File: src/rtl/uart_tx_fifo.sv
// -----------------------------------------------------------------------------
// uart_tx_fifo
//   Byte-wide transmit FIFO feeding an 8N1 UART serialiser (LSB first, idle
//   high). Each serial bit lasts baud_div clocks; baud_div is captured when a
//   byte is popped, so a frame always runs at one rate. A pop at the end of a
//   STOP bit starts the next START bit on the same edge.
//
// Ports
//   wb_clk_i    in   clock, rising edge
//   wb_rst_i    in   asynchronous active-high reset
//   baud_div    in   clocks per serial bit (0 behaves as 1)
//   tx_data     in   byte to enqueue
//   tx_valid    in   tx_data valid; accepted when tx_ready is high
//   tx_ready    out  FIFO has a free slot
//   tx          out  serial line
//   busy        out  frame in progress or FIFO non-empty
//   fifo_level  out  FIFO occupancy, 0..DEPTH
// -----------------------------------------------------------------------------
module uart_tx_fifo #(
   parameter int DIV_W = 16,
   parameter int DEPTH = 4
) (
   input  logic                     wb_clk_i,
   input  logic                     wb_rst_i,
   input  logic [DIV_W-1:0]         baud_div,
   input  logic [7:0]               tx_data,
   input  logic                     tx_valid,
   output logic                     tx_ready,
   output logic                     tx,
   output logic                     busy,
   output logic [$clog2(DEPTH):0]   fifo_level
);

   localparam int AW = $clog2(DEPTH);
   localparam int LW = AW + 1;
   localparam logic [LW-1:0] FULL_LVL = LW'(DEPTH);

   typedef enum logic [1:0] {IDLE, START, DATA, STOP} state_e;

   logic [7:0]       mem_q [DEPTH];
   logic [AW-1:0]    wr_ptr_q, wr_ptr_d;
   logic [AW-1:0]    rd_ptr_q, rd_ptr_d;
   logic [LW-1:0]    level_q, level_d;
   state_e           state_q, state_d;
   logic [7:0]       shift_q, shift_d;
   logic [DIV_W-1:0] div_q, div_d;
   logic [DIV_W-1:0] baud_cnt_q, baud_cnt_d;
   logic [2:0]       bit_cnt_q, bit_cnt_d;
   logic             tx_q, tx_d;
   logic             push, pop, bit_end;
   logic [DIV_W-1:0] eff_div;

   // Ready is derived from the registered level only, so a pop on the same
   // edge never lets a push into a full FIFO.
   assign tx_ready   = (level_q < FULL_LVL);
   assign push       = tx_valid && tx_ready;
   assign eff_div    = (baud_div == '0) ? DIV_W'(1) : baud_div;
   // div_q is at least 1 whenever the FSM is outside IDLE.
   assign bit_end    = (baud_cnt_q == (div_q - DIV_W'(1)));

   assign tx         = tx_q;
   assign busy       = (state_q != IDLE) || (level_q != '0);
   assign fifo_level = level_q;

   // -------------------------------------------------------------------------
   // Serialiser next-state logic
   // -------------------------------------------------------------------------
   always_comb begin
      // NOTE: every variable gets a default before the case so no path leaves
      // it unassigned; otherwise synthesis infers a latch.
      state_d    = state_q;
      shift_d    = shift_q;
      div_d      = div_q;
      baud_cnt_d = baud_cnt_q;
      bit_cnt_d  = bit_cnt_q;
      tx_d       = tx_q;
      pop        = 1'b0;

      case (state_q)
         IDLE: begin
            tx_d = 1'b1;
            pop  = (level_q != '0);
         end
         START: begin
            if (bit_end) begin
               baud_cnt_d = '0;
               bit_cnt_d  = '0;
               state_d    = DATA;
               tx_d       = shift_q[0];
            end else begin
               baud_cnt_d = baud_cnt_q + DIV_W'(1);
            end
         end
         DATA: begin
            if (bit_end) begin
               baud_cnt_d = '0;
               if (bit_cnt_q == 3'd7) begin
                  state_d = STOP;
                  tx_d    = 1'b1;
               end else begin
                  bit_cnt_d = bit_cnt_q + 3'd1;
                  shift_d   = {1'b0, shift_q[7:1]};
                  tx_d      = shift_q[1];
               end
            end else begin
               baud_cnt_d = baud_cnt_q + DIV_W'(1);
            end
         end
         STOP: begin
            if (bit_end) begin
               baud_cnt_d = '0;
               if (level_q != '0) begin
                  pop = 1'b1;
               end else begin
                  state_d = IDLE;
               end
            end else begin
               baud_cnt_d = baud_cnt_q + DIV_W'(1);
            end
         end
         default: state_d = IDLE;
      endcase

      // A pop always starts a fresh frame: load the head byte, capture the
      // divisor and drive the START bit from the next edge.
      if (pop) begin
         shift_d    = mem_q[rd_ptr_q];
         div_d      = eff_div;
         baud_cnt_d = '0;
         bit_cnt_d  = '0;
         state_d    = START;
         tx_d       = 1'b0;
      end
   end

   // -------------------------------------------------------------------------
   // FIFO pointer / level next-state
   // -------------------------------------------------------------------------
   always_comb begin
      wr_ptr_d = push ? wr_ptr_q + AW'(1) : wr_ptr_q;
      rd_ptr_d = pop  ? rd_ptr_q + AW'(1) : rd_ptr_q;
      case ({push, pop})
         2'b10:   level_d = level_q + LW'(1);
         2'b01:   level_d = level_q - LW'(1);
         default: level_d = level_q;
      endcase
   end

   // -------------------------------------------------------------------------
   // State registers
   // -------------------------------------------------------------------------
   // NOTE: sequential state uses non-blocking assignments so every register
   // samples its pre-edge value, independent of statement order.
   always_ff @(posedge wb_clk_i or posedge wb_rst_i) begin
      if (wb_rst_i) begin
         state_q    <= IDLE;
         wr_ptr_q   <= '0;
         rd_ptr_q   <= '0;
         level_q    <= '0;
         shift_q    <= '0;
         div_q      <= '0;
         baud_cnt_q <= '0;
         bit_cnt_q  <= '0;
         tx_q       <= 1'b1;
      end else begin
         state_q    <= state_d;
         wr_ptr_q   <= wr_ptr_d;
         rd_ptr_q   <= rd_ptr_d;
         level_q    <= level_d;
         shift_q    <= shift_d;
         div_q      <= div_d;
         baud_cnt_q <= baud_cnt_d;
         bit_cnt_q  <= bit_cnt_d;
         tx_q       <= tx_d;
      end
   end

   // NOTE: the storage array has no reset; entries are only read after being
   // written, and leaving it out lets it map onto plain RAM/flops without a
   // reset tree.
   always_ff @(posedge wb_clk_i) begin
      if (push) begin
         mem_q[wr_ptr_q] <= tx_data;
      end
   end

endmodule
File: config.mk
export PLATFORM = sky130hd
export DESIGN_NAME = uart_tx_fifo
export DESIGN_NICKNAME = d
export VERILOG_FILES = /design/src/rtl/uart_tx_fifo.sv
export SDC_FILE = /design/constraint.sdc
export NUM_CORES = 1
export LEC_CHECK = 0
export ABC_AREA = 1
export BUFFER_PORTS_ARGS = -buffer_cell sky130_fd_sc_hd__buf_2
export CAP_MARGIN = 15
export CELL_PAD_IN_SITES_DETAIL_PLACEMENT = 1
export CELL_PAD_IN_SITES_GLOBAL_PLACEMENT = 1
export CORE_ASPECT_RATIO = 0.7
export CORE_MARGIN = 4
export CORE_UTILIZATION = 45
export CTS_CLUSTER_SIZE = 10
export DETAILED_ROUTE_END_ITERATION = 8
export GPL_ROUTABILITY_DRIVEN = 0
export GPL_TIMING_DRIVEN = 0
export PLACE_DENSITY_LB_ADDON = 0.15
export SLEW_MARGIN = 10
export SYNTH_ARGS = -nofsm -noshare
export SYNTH_HDL_FRONTEND = slang
export SYNTH_SLANG_ARGS = --single-unit
File: constraint.sdc
create_clock -name wb_clk_i -period 4.85 [get_ports wb_clk_i]
set_input_delay 1.455 -clock wb_clk_i [delete_from_list [all_inputs] [get_ports wb_clk_i]]
set_output_delay 1.455 -clock wb_clk_i [all_outputs]
set_load 0.005 [all_outputs]
==> metrics.yaml <==
drt:
  drc: 0
  drt-pass1-iter-count: 4
  routed_wirelength_microns: 13900
  wire_per_inst_microns: 17.7
  antenna_left: 0
  via_per_inst: 5.35
  drt_first_iter_violations: 287
  vias: 4205
finish:
  layout_commonest_cell: "nand2_1"
  layout_common_cells: "nand2_1 (173), inv_1 (67), nor2_1 (67)"
  finish.utilization: 0.526
  syn_to_final_growth_pct: 13.1
  drive_gt1_frac: 0.122
  nNetsFinal: 691
  antenna_cells: 0
clock_tree:
  clk_latency_ns: 0.35
  cts_buffer_depth: 2
  postCtsHoldBufs: 0
  cts_root_buf: "clkbuf_16"
  numCtsBuffers: 9
  path_clk_slew_ns: 0.07
  cts.repair.resized: 0
  htree_levels: 3
  cts_setup_buffers: 0
  clock_sinks: 85
  cts_tree: "built"
global_routing:
  grt.overflow.total: 0
  grt_usage: 0.234
  grt_pass1_vias: 4471
  antenna_found_initial: 1
  grt_pass1_wl_microns: 22900
  grt_max_degree: 31
worst_setup_path:
  critPathSlowestCell: "dfrtp_1"
  crit_path_start_kind: "flop"
  cp.arrival_ns: 3.99
  crit_required_ns: 5.07
  max_stage_delay_ns: 0.40
  path_cells: "inv_1, ha_1, nand2_1, nor2_1, nand2_1, nand2_1, nand2_1, nor2_1, nand3_1, nor2_1, nand3_1, nand2_1, nand2_2, inv_2, buf_4, ha_1, inv_1, fa_1, a21oi_1, o21ai_0, xor2_1"
  worst_path_dominant_cell_family: "simple AND/OR/NAND/NOR gates"
  cp_max_fo: 10
  crit_path_frequent_cell: "nand2_1"
  worst-path-buf-inv: 4
  end_kind: "flop"
  crit_type: "reg -> reg"
floorplan:
  die_x_microns: 132
  die_h_microns: 94.9
  row_count: 31
  core_area_sq_um: 10400
  pin_count: 33
  start_util: 0.465
  design.die.area_sq_um: 12500
synth:
  yosysWarnings: 0
  async_reset_ff_frac: 0.624
  synth_cells: 605
  synth_area_per_cell_sq_um: 8.02
  syn_nets: 647
  synth_seq_area_share: 0.472
  synth_area_sq_um: 4850
  synth_edf_count: 32
  synth-seq-cells: 85
  synth_flop_cell: "dfrtp_1"
  synth_cell_types: 38
power:
  vdd_drop_max_mv: 0.298
  p_per_area_nw_per_um2: 657
  leakage_uw: 0.00260
sta:
  fin_tns_setup_ns: 0
  max_freq_mhz: 265
  skew_ns: 0.00837
  final_max_slew_viol_count: 0
  post-route-min-period_ns: 3.78
  period_share: 0.779
  hold_violations: 0
  slew_headroom: 0.340
  tightest_slew_ns: 0.980
  setup_viol: 0
  rsz0062_at_grt: "false"
status:
  status: "finished clean"
placement:
  place_hpwl_microns: 10600
  numPortBuffers: 32
worst_hold_path:
  hp-class: "reg -> reg"
job:
  maxCapViolCount: 0
-- state kept, by name, summed over array words and instances (netlist names) --
| name | count |
|---|---|
| baud_cnt_q | 16 |
| bit_cnt_q | 3 |
| div_q | 16 |
| fifo_level | 3 |
| mem_q | 32 |
| rd_ptr_q | 2 |
| shift_q | 8 |
| state_q | 2 |
| tx | 1 |
| wr_ptr_q | 2 |
-- metrics by stage --
| stage | total power, uW | setup slack (ns) | hold WS, ns | instance area [sq um] | cells |
|---|---|---|---|---|---|
| finish | 3600 | 1.07 | 0.514 | 5480 | 786 |
| floorplan | 2360 | 1.89 | 0.451 | 4850 | 605 |
| global placement | 2790 | 1.26 | 0.460 | 5170 | 769 |
| global route | 3910 | 0.699 | 0.548 | 5480 | 786 |
| detailed placement | 2900 | 1.13 | 0.484 | 5190 | 770 |
| CTS | 3610 | 1.09 | 0.512 | 5480 | 786 |
-- synth_stat cells (5+ instances only) --
master | number | share of area
nor4_1 | 7 | 0.0090
nand3_1 | 49 | 0.051
nor2_2 | 5 | 0.0064
nand2_1 | 173 | 0.13
o22ai_1 | 15 | 0.019
a21oi_1 | 7 | 0.0072
o21ai_1 | 13 | 0.013
xnor2_1 | 7 | 0.013
dfrtp_1 | 52 | 0.27
inv_1 | 68 | 0.053
nand4_1 | 6 | 0.0077
nor3_1 | 5 | 0.0052
xor2_1 | 20 | 0.036
nor2_1 | 67 | 0.052
edfxtp_1 | 32 | 0.20
o21ai_0 | 25 | 0.026
ha_1 | 14 | 0.036
-- cell families after synthesis --
| kind of cell | synth area share |
|---|---|
| compound gates | 0.0722 |
| xor+xnor | 0.0488 |
| fa+ha+maj | 0.0402 |
| buf+inv | 0.0766 |
| flops | 0.472 |
| simple gates | 0.290 |
-- power by group --
group	switching (uW)	internal, uW	total [uW]
sequential	169	961	1130
combinational	1210	583	1790
clock	321	359	681
-- final timing paths --
kind                                            start                        end  slack, ns  cells after the start
worst max-delay path             div_q[0]$_DFFE_PP0P_  fifo_level[2]$_DFFE_PP0P_       1.07                     21
worst min-delay path            div_q[15]$_DFFE_PP0P_      div_q[15]$_DFFE_PP0P_       0.51                      2
worst max register to register   div_q[0]$_DFFE_PP0P_  fifo_level[2]$_DFFE_PP0P_       1.07                     21
worst min register to register  div_q[15]$_DFFE_PP0P_      div_q[15]$_DFFE_PP0P_       0.51                      2
max in group asynchronous                    wb_rst_i             tx$_DFFE_PP1P_       3.05                      3
min in group asynchronous                    wb_rst_i  fifo_level[2]$_DFFE_PP0P_       1.17                      2
-- worst min-delay path, cell delays in order (launching register included) --
cell	delay (ns)
dfrtp_1	0.36
nand2_1	0.06
nand2_1	0.06
-- layout make-up --
type                       count  area (sq um)
timing repair buffer          33           180
multi-input combinational    433          2190
clock inverter                 7          63.8
fill                        1310          4950
buffer                        14          97.6
inverter                      73           274
clock buffer                   9           225
sequential                    85          2290
tap                          132           165
-- routing by layer --
metal / vias to the layer above / global-route usage / share of wire
met1: 2059 / 0.326 / 0.50
met3: 12 / 0.0501 / 0.048
met4: 2 / 0.0533 / 0.0087
met5: - / 0 / 0.00093
li1: 2049 / - / -
met2: 83 / 0.380 / 0.45
Note: power is estimated with default switching activity, not from simulation.
